<file path="config.mk">
export PLATFORM = sky130hd
export DESIGN_NAME = booth_dot_accumulator
export DESIGN_NICKNAME = d
export VERILOG_FILES = /design/src/rtl/systolic_pkg.sv /design/src/rtl/result_fifo2.sv /design/src/rtl/booth_dot_accumulator.sv
export SDC_FILE = /design/constraint.sdc
export NUM_CORES = 1
export LEC_CHECK = 0
export ABC_CLOCK_PERIOD_IN_PS = 2720
export BUFFER_PORTS_ARGS = -buffer_cell sky130_fd_sc_hd__buf_2
export CAP_MARGIN = 20
export CORE_MARGIN = 2
export CORE_UTILIZATION = 40
export DETAILED_ROUTE_END_ITERATION = 10
export SETUP_SLACK_MARGIN = 0.02
export SLEW_MARGIN = 20
export SYNTH_ARGS = -nofsm -noshare
export SYNTH_HDL_FRONTEND = slang
export SYNTH_HIERARCHICAL = 1
export SYNTH_SLANG_ARGS = --single-unit
</file>
<file path="constraint.sdc">
create_clock -name clk -period 2.72 [get_ports clk]
set_input_delay 0.544 -clock clk [delete_from_list [all_inputs] [get_ports clk]]
set_output_delay 0.544 -clock clk [all_outputs]
set_load 0.01 [all_outputs]
</file>
<file path="src/rtl/systolic_pkg.sv">
// Shared processing-element definitions: default operand geometry, accumulator
// width rule and the slot-reservation state encoding.
package systolic_pkg;

    localparam int unsigned N_DEF       = 32;
    localparam int unsigned K_DEF       = 4;
    localparam int unsigned MUL_LAT_DEF = 2;

    // A sum of k products of two n-bit signed operands cannot overflow this width.
    function automatic int unsigned acc_width(input int unsigned n, input int unsigned k);
        return 2 * n + $clog2(k);
    endfunction

    typedef enum logic [1:0] {
        IDLE = 2'd0,
        OPEN = 2'd1,
        WAIT = 2'd2
    } slot_state_t;

endpackage

</file>
<file path="src/rtl/result_fifo2.sv">
// Two-entry result queue; the head register drives the consumer directly.
module result_fifo2 #(
    parameter int unsigned W = 8
) (
    input  logic         clk,
    input  logic         rst,
    input  logic         push,
    input  logic [W-1:0] din,
    input  logic         pop,
    output logic [W-1:0] dout,
    output logic         valid,
    output logic [1:0]   count
);

    logic [W-1:0] head;
    logic [W-1:0] tail;
    logic         pop_en;

    assign pop_en = pop & (count != 2'd0);
    assign dout   = head;
    assign valid  = (count != 2'd0);

    always_ff @(posedge clk or negedge rst) begin
        if (!rst) begin
            count <= '0;
            head  <= '0;
            tail  <= '0;
        end else begin
            case ({push, pop_en})
                2'b10: begin
                    if (count != 2'd2) begin
                        if (count == 2'd0) head <= din;
                        else               tail <= din;
                        count <= count + 2'd1;
                    end
                end
                2'b01: begin
                    head  <= tail;
                    count <= count - 2'd1;
                end
                2'b11: begin
                    // Simultaneous push/pop leaves the count unchanged in either occupancy.
                    if (count == 2'd1) begin
                        head <= din;
                    end else begin
                        head <= tail;
                        tail <= din;
                    end
                end
                default: ;
            endcase
        end
    end

endmodule

</file>
<file path="src/rtl/booth_dot_accumulator.sv">
// Accumulates K consecutive multiplier products into one dot-product result and
// throttles the operand feeder so every started dot product has a queue slot.
module booth_dot_accumulator
    import systolic_pkg::*;
#(
    parameter int unsigned N       = N_DEF,
    parameter int unsigned K       = K_DEF,
    parameter int unsigned MUL_LAT = MUL_LAT_DEF,
    parameter int unsigned ACC_W   = acc_width(N, K)
) (
    input  logic                    clk,
    input  logic                    rst,
    input  logic                    in_valid,
    output logic                    in_ready,
    input  logic signed [2*N-1:0]   Prod,
    output logic signed [ACC_W-1:0] out_data,
    output logic                    out_valid,
    input  logic                    out_ready,
    output logic                    busy
);

    localparam int unsigned CW  = $clog2(K);
    localparam int unsigned EXT = ACC_W - 2 * N;

    logic [MUL_LAT-1:0]      vpipe;
    logic                    pvalid;
    logic                    accept;
    logic                    start;
    logic [CW-1:0]           acc_cnt;
    logic [CW-1:0]           prd_cnt;
    logic                    last_acc;
    logic                    last_prd;
    logic signed [ACC_W-1:0] acc;
    logic signed [ACC_W-1:0] prod_ext;
    logic signed [ACC_W-1:0] sum;
    logic signed [ACC_W-1:0] res_q;
    logic                    res_v;
    logic                    push;
    logic [1:0]              reserved;
    logic [1:0]              fifo_count;
    logic [ACC_W-1:0]        fifo_dout;
    slot_state_t             state;

    assign accept   = in_valid & in_ready;
    assign start    = accept & (acc_cnt == '0);
    assign pvalid   = vpipe[MUL_LAT-1];
    assign last_acc = (acc_cnt == CW'(K - 1));
    assign last_prd = (prd_cnt == CW'(K - 1));
    assign prod_ext = {{EXT{Prod[2*N-1]}}, Prod};
    assign sum      = acc + prod_ext;
    assign push     = res_v;
    assign in_ready = (acc_cnt != '0) | (({1'b0, fifo_count} + {1'b0, reserved}) < 3'd2);
    assign busy     = (state != IDLE);
    assign out_data = fifo_dout;

    always_ff @(posedge clk or negedge rst) begin
        if (!rst) begin
            vpipe   <= '0;
            acc_cnt <= '0;
            prd_cnt <= '0;
        end else begin
            vpipe <= (vpipe << 1) | MUL_LAT'(accept);
            if (accept)
                acc_cnt <= last_acc ? '0 : acc_cnt + CW'(1);
            if (pvalid)
                prd_cnt <= last_prd ? '0 : prd_cnt + CW'(1);
        end
    end

    // The finished sum is staged one cycle before entering the queue, so a result
    // appears MUL_LAT+1 edges after its last operand is accepted.
    always_ff @(posedge clk or negedge rst) begin
        if (!rst) begin
            acc   <= '0;
            res_q <= '0;
            res_v <= 1'b0;
        end else begin
            res_v <= pvalid & last_prd;
            if (pvalid) begin
                if (last_prd) begin
                    res_q <= sum;
                    acc   <= '0;
                end else begin
                    acc <= sum;
                end
            end
        end
    end

    // Credits are released only when the result actually lands in the queue.
    always_ff @(posedge clk or negedge rst) begin
        if (!rst) begin
            reserved <= '0;
            state    <= IDLE;
        end else begin
            reserved <= reserved + 2'(start) - 2'(push);
            case (state)
                IDLE: if (start) state <= OPEN;
                OPEN: if (accept && last_acc) state <= WAIT;
                WAIT: begin
                    if (start)
                        state <= OPEN;
                    else if (push && reserved == 2'd1)
                        state <= IDLE;
                end
                default: state <= IDLE;
            endcase
        end
    end

    result_fifo2 #(
        .W(ACC_W)
    ) u_fifo (
        .clk   (clk),
        .rst   (rst),
        .push  (push),
        .din   (res_q),
        .pop   (out_valid & out_ready),
        .dout  (fifo_dout),
        .valid (out_valid),
        .count (fifo_count)
    );

endmodule

</file>
=== After elaboration in Yosys (flattened, before gate mapping) ===
Cells that the tools add are included.

* Input port bits: 68
* Register bits after elaboration: 277
* Output and inout bits: 69
* Logic and storage cells: 78

* Eq/ne operators: 17
* Add/sub/neg operators: 8
* Bitwise gates (word level): 7
* Magnitude comparators: 1
* Reduce and logical (&&, ||, !) cells: 16
* Muxes and demuxes: 18

{| class="wikitable"
|+ Operators with widths
! cell !! number
|-
| 66-bit 2-to-1 mux || 7
|-
| 66-bit one-hot mux with 3 select lines || 1
|-
| 66-bit one-hot mux with 2 select lines || 1
|-
| 66-bit by 64-bit adder with 66-bit output || 1
|-
| 2-bit 2-to-1 mux || 7
|-
| 2-bit equality test, second input constant || 5
|-
| 2-bit != test, second input constant || 5
|-
| 2-bit nonzero test || 5
|-
| 2-bit by 1-bit equality test with 1-bit output, second input constant || 4
|-
| 2-bit by 1-bit adder with 2-bit output, second input constant || 3
|-
| 2-bit zero test || 3
|-
| 2-bit one-hot mux with 3 select lines || 1
|-
| 3-bit AND reduction || 2
|-
| 1-bit bitwise AND || 5
|-
| 2-bit by 1-bit != test with 1-bit output, second input constant || 2
|-
| 2-bit one-hot mux with 2 select lines || 1
|-
| 2-bit AND reduction || 2
|-
| 4-bit AND reduction || 1
|-
| 2-bit by 2-bit adder with 3-bit output || 1
|-
| 3-bit by 2-bit < comparator with 1-bit output, second input constant || 1
|-
| 3-bit != test, second input constant || 1
|-
| 3-bit nonzero test || 1
|-
| 2-bit by 1-bit adder with 2-bit output || 1
|-
| 1-bit logical AND || 2
|-
| 4 further kinds || 4
|}

=== Longest topological paths before layout ===
Gate-level depths: netlist (run 1).

* Word-level depth: 7
* Mapped depth: 12
* Gate-level depth less buffers: 12

=== By module ===
Netlist (run 1), hierarchy kept.

{| class="wikitable"
|+ By module, submodules not included
! module !! cells an instance !! instances !! area an instance (um^2) !! sequential area each (um^2)
|-
| booth_dot_accumulator || 1051 || 1 || 9374.0 || 3578.4
|-
| result_fifo2 || 451 || 1 || 5685.5 || 3353.2
|}

=== Worst setup path before layout (run 1) ===
Ideal clock, no wire load.

* Path type: input to register
* Start: in Prod[0]
* End: reg res_q[54]
* Stages on the path: 12
* Setup slack: -490 ps
* Arrival time: 3060 ps
* Buffers on the path: 0
* Setup time: 150 ps
* Required time: 2570 ps
* Path through: ha_1 -> inv_1 -> fa_1 -> nor2b_1 -> o21ba_2 -> o21ba_2 -> o21bai_1 -> a21oi_1 -> nand4_1 -> a2111oi_1 -> mux2i_1 -> o311ai_0

* Longest elaborated chain between the ends: 1

{| class="wikitable"
|+ RTL lines
! element !! RTL line !! text
|-
| start, declared || booth_dot_accumulator.sv:15 || <nowiki>input logic signed [2*N-1:0] Prod,</nowiki>
|-
| 66-bit by 64-bit adder with 66-bit output || booth_dot_accumulator.sv:50 || <nowiki>assign sum = acc + prod_ext;</nowiki>
|-
| end signal, assigned || booth_dot_accumulator.sv:81 || <nowiki>res_q <= sum;</nowiki>
|-
| end, declared || booth_dot_accumulator.sv:36 || <nowiki>logic signed [ACC_W-1:0] res_q;</nowiki>
|}

No other way between the ends.
A chain may end at the register's enable or synchronous reset.

=== Worst setup path after layout (run 1) ===
* Start: reg acc[23]
* End: reg res_q[63]

* Longest elaborated chain between the ends: 1

{| class="wikitable"
|+ RTL lines
! element !! RTL line !! text
|-
| start, declared || booth_dot_accumulator.sv:33 || <nowiki>logic signed [ACC_W-1:0] acc;</nowiki>
|-
| start signal, assigned || booth_dot_accumulator.sv:84 || <nowiki>acc <= sum;</nowiki>
|-
| 66-bit by 64-bit adder with 66-bit output || booth_dot_accumulator.sv:50 ||
|}

No other way between the ends.

==> flow_metrics.tcl, run 1 <==
set metrics [dict create \
    outcome "finished with violations" \
    violations "setup timing" \
    p_switching_uw 11460 \
    max-cap-violations 0 \
    yosysWarnings 6 \
    synthMuxAreaShare_pct 10.03 \
    ys_top_cells_by_area "dfrtp_1 (46%), ha_1 (6.1%), a21oi_1 (4.9%)" \
    dieArea_um2 39220 \
    worst_pin_slew_ns 0.7965 \
    critPathLaunch "acc[23]" \
    cts_max_level 1 \
    drive_gt1_share_pct 36.99 \
    drt_iter0_drc 696 \
    seq_area_um2 6932 \
    regToRegSetupSlack_ns -0.29 \
    drt_wl_total_um 42900 \
    setup_viol_count_final 54 \
    ant_nets 0 \
    fin_total_pwr_uw 27980 \
    grt_use_total_pct 21.99 \
    synth_top_area_cell "dfrtp_1" \
    vias 12670 \
    netlist_instances 1502 \
    p_leak_uw 0.009770 \
    synthSimpleGateAreaFrac_pct 11.71 \
    pin_count 137 \
    relSlewSlack_pct 46.70 \
    hold_class "in -> reg" \
    finalCriticalPeriod_ns 3.005 \
    grt_pass1_wl_um 68440 \
    netSwitchingFraction_pct 40.95 \
    core_um2 37400 \
    synth_top_flop_cell "dfrtp_1" \
    grt_overflow 0 \
    p_int_uw 16520 \
    cts_tree "built" \
    die_w_um 198.0 \
    ir_drop_mv 0.6284 \
    rsz0062_at_grt "yes" \
    rows 71 \
    p_per_area_nw_per_um2 1334 \
    path_clk_slew_ns 0.07 \
    critical_path_class "reg -> reg" \
    grt_max_degree 80 \
    clkPwrFrac_pct 15.9 \
    viasPerCell 5.261 \
    cts_sinks 277 \
    crit-reg2reg-launch "acc[23]" \
    root_buffer "clkbuf_16" \
    cts_inserted_buffers 31 \
    crit_arrival_ns 3.47 \
    start_util_pct 40.27 \
    slew_viol_final 0 \
    yosysSeqAreaShare_pct 46.03 \
    combPwrFrac_pct 57.3 \
    yosys-top-cells-count "dfrtp_1 (277), a21oi_1 (148), nand2_1 (148)" \
    netlist_area_um2 15060 \
    port_buffers 136 \
    required_ns 3.18 \
    wl_per_cell_um 17.81 \
    crit_path_end_kind "flop" \
    gp_congestion 0.8913 \
    syn_nets 1646 \
    avgSynthCellArea_um2 10.03 \
    cts_buffer_depth 3 \
    synth-edff-count 0 \
    worstHoldStart "in_valid" \
    synth-compound-area-share_pct 18.86 \
    fmax_mhz 332.7 \
    place_ws_ns -0.6154 \
    synth_seq_cells 277 \
    antenna_found_initial 0 \
    synth.most_common_cell "dfrtp_1" \
    clk_latency_ns 0.59 \
    hold_viol 0 \
    setup_ws_ns -0.2854 \
    synth_top_area_share_pct 46.03 \
    nets 2019 \
    seq_power_share_pct 26.8 \
    async_flop_share_pct 100.0 \
    grt_pass1_vias 12730 \
    die_y_um 198.0 \
    fillers 3289 \
    synthXorXnorAreaFrac_pct 3.348 \
    post-route-drc-count 0 \
    synthAdderAreaFrac_pct 6.414 \
    fin_worst_skew_ns 0.01820 \
    multi_input_area_um2 9049 \
    path_max_fanout 3 \
    syn_to_final_growth_pct 39.27 \
    fin_crit_sh_pct 110.5 \
    firstDrtPassIters 5 \
    synth_top_family_by_area "compound AO/OA/AOI/OAI gates" \
    start_kind "flop" \
    diodes 0 \
    place_hpwl_um 31720 \
    synth_cell_types 79 \
]
## through the flow
| stage | hold WS [ns] | util, % | cells | instance area, µm² | TNS, ns |
|---|---|---|---|---|---|
| final | 0.3111 | 56.08 | 2409 | 20970 | -6.650 |
| after CTS | 0.2837 | 54.14 | 2398 | 20250 | -6.752 |
| after detailed placement | 0.3457 | 49.39 | 2320 | 18470 | -34.58 |
| after global routing | 0.3175 | 56.08 | 2409 | 20970 | -14.32 |
| after global placement | 0.3676 | 49.39 | 2320 | 18470 | -31.60 |
| after floorplan | 0.2484 | - | 1502 | 15490 | -2.094 |
## layout make-up
cell class                 instances  share of cell area (%)
clock inverter                    16                   1.002
sequential                       277                   33.05
timing repair buffer             429                   15.00
inverter                          34                  0.6085
multi-input combinational       1102                   43.15
clock buffer                      40                   4.146
tap                              511                   3.049
## state kept, by name, indices dropped and copies added, names as in the netlist
name	flops
acc	66
res_q	66
state	2
push	1
acc_cnt	2
u_fifo/count	2
u_fifo/dout	66
prd_cnt	2
reserved	2
vpipe	2
u_fifo/tail	66
## worst max-delay path: stages (launching register included)
cell and delay (ns):
dfrtp_1 0.41, ha_4 0.29, nand2_2 0.05, or4_4 0.55, or4_4 0.60, a211oi_4 0.29
o211ai_4 0.13, a21oi_2 0.21, buf_4 0.13, o21a_1 0.14, o31ai_1 0.08
## cell families after synthesis
logic type                 Yosys count
adders and majority gates           76
buffers and inverters              123
xor gates and xnor gates            56
DFF                                277
muxes                              142
AOI/OAI and AO/OA                  439
and+or+nand+nor                    389
## cell usage in the layout, fill, tap and decap left out, drive strengths merged, types with 5 or more instances in the layout
| master | n |
|---|---|
| clkbuf | 40 |
| and4 | 5 |
| buf | 428 |
| a211oi | 8 |
| nand3 | 20 |
| o31ai | 13 |
| dfrtp | 277 |
| and2 | 6 |
| a21oi | 149 |
| xor2 | 24 |
| xnor2 | 31 |
| ha | 74 |
| nor2b | 13 |
| a21o | 33 |
| clkinv | 8 |
| nand2 | 150 |
| nor3 | 15 |
| a21boi | 7 |
| mux2 | 71 |
| nand4 | 27 |
| o21ai | 96 |
| nor2 | 119 |
| mux2i | 71 |
| o211ai | 6 |
| o32ai | 5 |
| o2bb2ai | 50 |
| inv | 35 |
| o21bai | 18 |
| nand2b | 8 |
| o21a | 9 |
## power by group through the flow
| stage | clock [µW] | combinational (µW) | sequential [µW] |
|---|---|---|---|
| final | 4440 | 16000 | 7510 |
| after global placement | 0 | 13700 | 7440 |
| after CTS | 4540 | 15000 | 7500 |
| after floorplan | 0 | 8400 | 7420 |
| after global routing | 4700 | 17600 | 7790 |
| after detailed placement | 0 | 14000 | 7540 |
## timing repair
action                                  in CTS  in global routing
endpoints found under the setup margin      78                 87
resized for setup                          112                127
hold endpoints to repair                    64                  0
buffers inserted                            22                 18
hold buffers                                 1                  0
pin swaps                                   77                 80
## per-layer routing
| metal | track usage (%) | up-vias | wire length, µm |
|---|---|---|---|
| met3 | 2.282 | 59 | 1634 |
| met1 | 30.84 | 6189 | 20190 |
| met4 | 6.266 | 0 | 979 |
| met2 | 36.14 | 248 | 20100 |
| li1 | - | 6178 | - |
| met5 | 0 | - | 0 |
## final timing paths
check	end	cells past startpoint
worst max-delay path	res_q[63]	10
worst min register to register	vpipe[1]	0
worst max register to register	res_q[63]	10
min in group asynchronous	u_fifo/dout[17]	2
max in group asynchronous	u_fifo/dout[10]	3
worst min-delay path	vpipe[0]	2
(Power assumes the default switching activity.)
==> run 2, diff against run 1 <==
--- a/config.mk
+++ b/config.mk
@@ -11,7 +11,7 @@
 export CORE_MARGIN = 2
 export CORE_UTILIZATION = 40
 export DETAILED_ROUTE_END_ITERATION = 10
-export SETUP_SLACK_MARGIN = 0.02
+export SETUP_SLACK_MARGIN = 0.5
 export SLEW_MARGIN = 20
 export SYNTH_ARGS = -nofsm -noshare
 export SYNTH_HDL_FRONTEND = slang
==> flow_metrics.tcl, run 2 (synthesis gave the netlist of run 1 again) <==
set metrics [dict create \
    drt_wl_total_um 45670 \
    outcome "finished with violations" \
    p_leak_uw 0.01013 \
    port_buffers 136 \
    setup_viol_count_final 59 \
    relSlewSlack_pct 52.51 \
    path_max_fanout 3 \
    diodes 0 \
    pin_count 137 \
    fin_setup_tns_ns -7.919 \
    grt_pass1_wl_um 69390 \
    cts_max_level 2 \
    setup_ws_ns -0.2845 \
    fmax_mhz 332.8 \
    ant_nets 0 \
    holdWs_ns -0.01700 \
    clk_latency_ns 0.52 \
    ir_drop_mv 0.4923 \
    hold_buffers 0 \
    place_hpwl_um 31250 \
    mostFrequentLayoutCells "dfrtp_1 (275), buf_4 (248), buf_2 (135), nand2_1 (129), a21oi_1 (122)" \
    drt_iter0_drc 827 \
    path_clk_slew_ns 0.06 \
    rows 71 \
    p_per_area_nw_per_um2 1371 \
    wl_per_cell_um 18.70 \
    max-cap-violations 0 \
    required_ns 3.11 \
    grt_use_total_pct 22.45 \
    post_dp_cell_area_um2 18470 \
    fillers 3090 \
    crit_path_end_kind "flop" \
    fin_crit_sh_pct 110.5 \
    slowest_stage "or4_4" \
    layout_commonest_cell "dfrtp_1" \
    grt_max_degree 77 \
    hold_viol 12 \
    cts_buffer_depth 3 \
    core_um2 37400 \
    root_buffer "clkbuf_16" \
    dieArea_um2 39220 \
    grt_pass1_vias 12890 \
    firstDrtPassIters 6 \
    finalCriticalPeriod_ns 3.005 \
    cts_tree "built" \
    cts_inserted_buffers 34 \
    antenna_found_initial 0 \
    fin_area_um2 22070 \
    start_kind "flop" \
    syn_to_final_growth_pct 46.55 \
    drive_gt1_share_pct 42.05 \
    gp_congestion 0.8812 \
    die_y_um 198.0 \
    viasPerCell 5.344 \
    rsz0062_at_grt "yes" \
    slew_viol_final 0 \
    worst_pin_slew_ns 0.7123 \
    die_w_um 198.0 \
    nets 2050 \
    grt_overflow 0 \
    fin_worst_skew_ns 0.01874 \
    cp_top_family "simple AND/OR/NAND/NOR gates" \
    cts_sinks 277 \
    cp_slowest_stage_delay_ns 0.58 \
    start_util_pct 40.27 \
    hold_class "in -> async" \
    critical_path_class "reg -> reg" \
    vias 13050 \
    crit_arrival_ns 3.40 \
    path_cells "ha_4 > nand2_2 > or4_4 > or4_4 > buf_6 > buf_6 > nand2_4 > a211oi_4 > o21bai_1 > xor2_1 > mux2_4" \
    path_buf_inv 2 \
    fin_util_pct 59.01 \
    violations "hold timing, setup timing" \
    post-route-drc-count 0 \
]
[run 2: metal layers]
metal	track usage, %	wire (µm)	up-vias
met5	0	0	-
met4	6.266	1148	0
met3	2.981	1755	71
met2	37.31	22170	282
met1	30.80	20600	6442
li1	-	-	6255
[run 2: layout make-up]
type	count	area (µm²)	share of cell area, %
clock buffers	46	967.2	4.382
clock inverters	15	244.0	1.106
inverters	34	127.6	0.5783
multi-input cells	1103	9600	43.50
flip-flops and latches	277	6934	31.42
well taps	511	639.4	2.897
repair buffers	456	3557	16.12
[run 2: worst paths after layout]
| check | startpoint | cells past startpoint | endpoint | slack (ns) |
|---|---|---|---|---|
| setup reg to reg | acc[26] | 11 | res_q[43] | -0.28 |
| setup / recovery | acc[26] | 11 | res_q[43] | -0.28 |
| min in group clk | in_valid | 2 | vpipe[0] | 0.39 |
| max in group asynchronous | rst | 2 | u_fifo/count[0] | 1.87 |
| hold reg to reg | vpipe[0] | 0 | vpipe[1] | 0.40 |
| hold / removal | rst | 1 | u_fifo/tail[17] | -0.02 |
[run 2: repair_timing]
action                     in CTS  in global routing
resized for setup             170                176
pin swaps                     110                105
setup buffers                  33                 46
cloned                          2                  2
setup endpoints to repair     184                231
[run 2: report_power, final]
group / internal (µW) / switching [µW] / total, µW
logic: 8710 / 9050 / 17800
clock network: 3080 / 1830 / 4910
registers: 6190 / 1410 / 7600
total: 18000 / 12300 / 30300
[run 2: worst reg2reg max path: stages, from the launching register on]
cell,delay (ns)
dfrtp_1,0.44
ha_4,0.31
nand2_2,0.06
or4_4,0.51
or4_4,0.58
buf_6,0.14
buf_6,0.11
nand2_4,0.08
a211oi_4,0.06
o21bai_1,0.19
xor2_1,0.11
mux2_4,0.27
[run 2: stage by stage]
stage	instances	total power, µW	hold WS (ns)	worst slack [ns]
after detailed placement	2298	21510	0.3766	-0.6372
after global placement	2298	21110	0.3978	-0.5276
final	2442	30270	-0.01700	-0.2845
after global routing	2442	32240	0.02033	-0.3584
after floorplan	1502	16110	0.2484	-0.2380
after CTS	2394	28260	0.005248	-0.3166
==> run 3, diff against run 2 <==
--- a/config.mk
+++ b/config.mk
@@ -11,7 +11,8 @@
 export CORE_MARGIN = 2
 export CORE_UTILIZATION = 40
 export DETAILED_ROUTE_END_ITERATION = 10
-export SETUP_SLACK_MARGIN = 0.5
+export RECOVER_POWER = 25
+export SETUP_SLACK_MARGIN = 0.02
 export SLEW_MARGIN = 20
 export SYNTH_ARGS = -nofsm -noshare
 export SYNTH_HDL_FRONTEND = slang
==> flow_metrics.tcl, run 3 (synthesis gave the netlist of run 1 again) <==
set metrics [dict create \
    ant_nets 0 \
    worstHoldEndpoint "vpipe[0]" \
    drive_gt1_share_pct 36.99 \
    setup_viol_count_final 52 \
    nets 2019 \
    finalCriticalPeriod_ns 3.014 \
    layout_commonest_cell "dfrtp_1" \
    regToRegSetupSlack_ns -0.29 \
    worst_pin_slew_ns 2.157 \
    drt_wl_total_um 42870 \
    cts_tree "built" \
    start_util_pct 40.27 \
    port_buffers 136 \
    required_ns 3.18 \
    diodes 0 \
    ir_drop_mv 0.6285 \
    setup_ws_ns -0.2943 \
    firstDrtPassIters 5 \
    reg2reg_depth 10 \
    grt_pass1_wl_um 68440 \
    fin_crit_sh_pct 110.8 \
    rows 71 \
    violations "capacitance limit, slew limit, setup timing" \
    gp_congestion 0.8913 \
    holdPathStages 2 \
    crit_path_end_kind "flop" \
    viasPerCell 5.243 \
    place_ws_ns -0.6154 \
    cts_sinks 277 \
    slew_viol_final 76 \
    crit-reg2reg-launch "acc[23]" \
    p_per_area_nw_per_um2 1335 \
    max-cap-violations 1 \
    cts_inserted_buffers 31 \
    place_hpwl_um 31720 \
    hold_class "in -> reg" \
    rsz0062_at_grt "yes" \
    start_kind "flop" \
    core_um2 37400 \
    r2r-end "res_q[63]" \
    p_leak_uw 0.009762 \
    path_max_fanout 3 \
    fillers 3291 \
    grt_overflow 0 \
    fin_total_pwr_uw 27970 \
    worstHoldStart "in_valid" \
    fmax_mhz 331.7 \
    grt_max_degree 80 \
    clk_latency_ns 0.59 \
    path_clk_slew_ns 0.07 \
    fin_worst_skew_ns 0.01878 \
    dieArea_um2 39220 \
    mostFrequentLayoutCells "dfrtp_1 (277), buf_4 (255), buf_2 (135), nand2_1 (134), a21oi_1 (129)" \
    antenna_found_initial 0 \
    drt_iter0_drc 699 \
    vias 12630 \
    relSlewSlack_pct -43.83 \
    outcome "finished with violations" \
    hold_viol 0 \
    die_y_um 198.0 \
    grt_use_total_pct 21.99 \
    post-route-drc-count 0 \
    root_buffer "clkbuf_16" \
    pin_count 137 \
    critical_path_class "reg -> reg" \
    grt_pass1_vias 12730 \
    die_w_um 198.0 \
    syn_to_final_growth_pct 39.12 \
    cts_max_level 1 \
    cts_buffer_depth 3 \
    wl_per_cell_um 17.80 \
    crit_arrival_ns 3.48 \
]
-- run 3: where the power goes --
group	total [µW]	switching, µW	internal (µW)
registers	7510	1320	6190
clock network	4440	1800	2640
logic	16000	8330	7700
total	28000	11500	16500
-- run 3: area by class of cell --
class	instances	area, µm²	area share, %
Multi-Input combinational cell	1102	9049	43.19
Sequential cell	277	6932	33.09
Timing Repair Buffer	429	3123	14.91
Clock buffer	40	869.6	4.151
Tap cell	511	639.4	3.052
Clock inverter	16	210.2	1.003
Inverter	34	127.6	0.6092
-- run 3: routing by layer --
layer	global-route usage (%)	share of wire (%)
met5	0	0
met3	2.282	3.7
met2	36.14	47
met1	30.84	47
met4	6.266	2.3
-- run 3: per-stage QoR --
step	hold slack (ns)	cells	util (%)	setup TNS [ns]	instance area, µm²
2_1_floorplan	0.2484	1502	-	-2.094	15490
5_1_grt	0.3175	2409	56.02	-21.77	20950
6_report	0.3105	2409	56.02	-6.774	20950
4_1_cts	0.2837	2398	54.14	-6.752	20250
3_5_place_dp	0.3457	2320	49.39	-34.58	18470
3_3_place_gp	0.3676	2320	49.39	-31.60	18470
-- run 3: critical path, cell delays in order, from the launching register on --
cell	delay, ns
dfrtp_1	0.41
ha_4	0.29
nand2_2	0.05
or4_4	0.55
or4_4	0.60
a211oi_4	0.29
o211ai_4	0.14
a21oi_2	0.21
buf_4	0.13
o21a_1	0.14
o31ai_1	0.08
-- run 3: what timing repair did --
item	4_1_cts	5_1_grt
setup buffers	22	18
pin swaps	77	80
hold buffers	1	0
setup endpoints to repair	78	87
gates resized for setup	112	127
hold endpoints to repair	64	0
-- run 3: worst max path at each step --
| stage | from | end | slack [ns] |
|---|---|---|---|
| finish | acc[23] | res_q[63] | -0.29 |
| global route | acc[4] | acc[65] | -0.43 |
| CTS | acc[23] | acc[59] | -0.30 |
| detailed placement | Prod[1] | acc[65] | -0.62 |
| global placement | Prod[37] | res_q[53] | -0.55 |
| floorplan | Prod[44] | acc[63] | -0.24 |
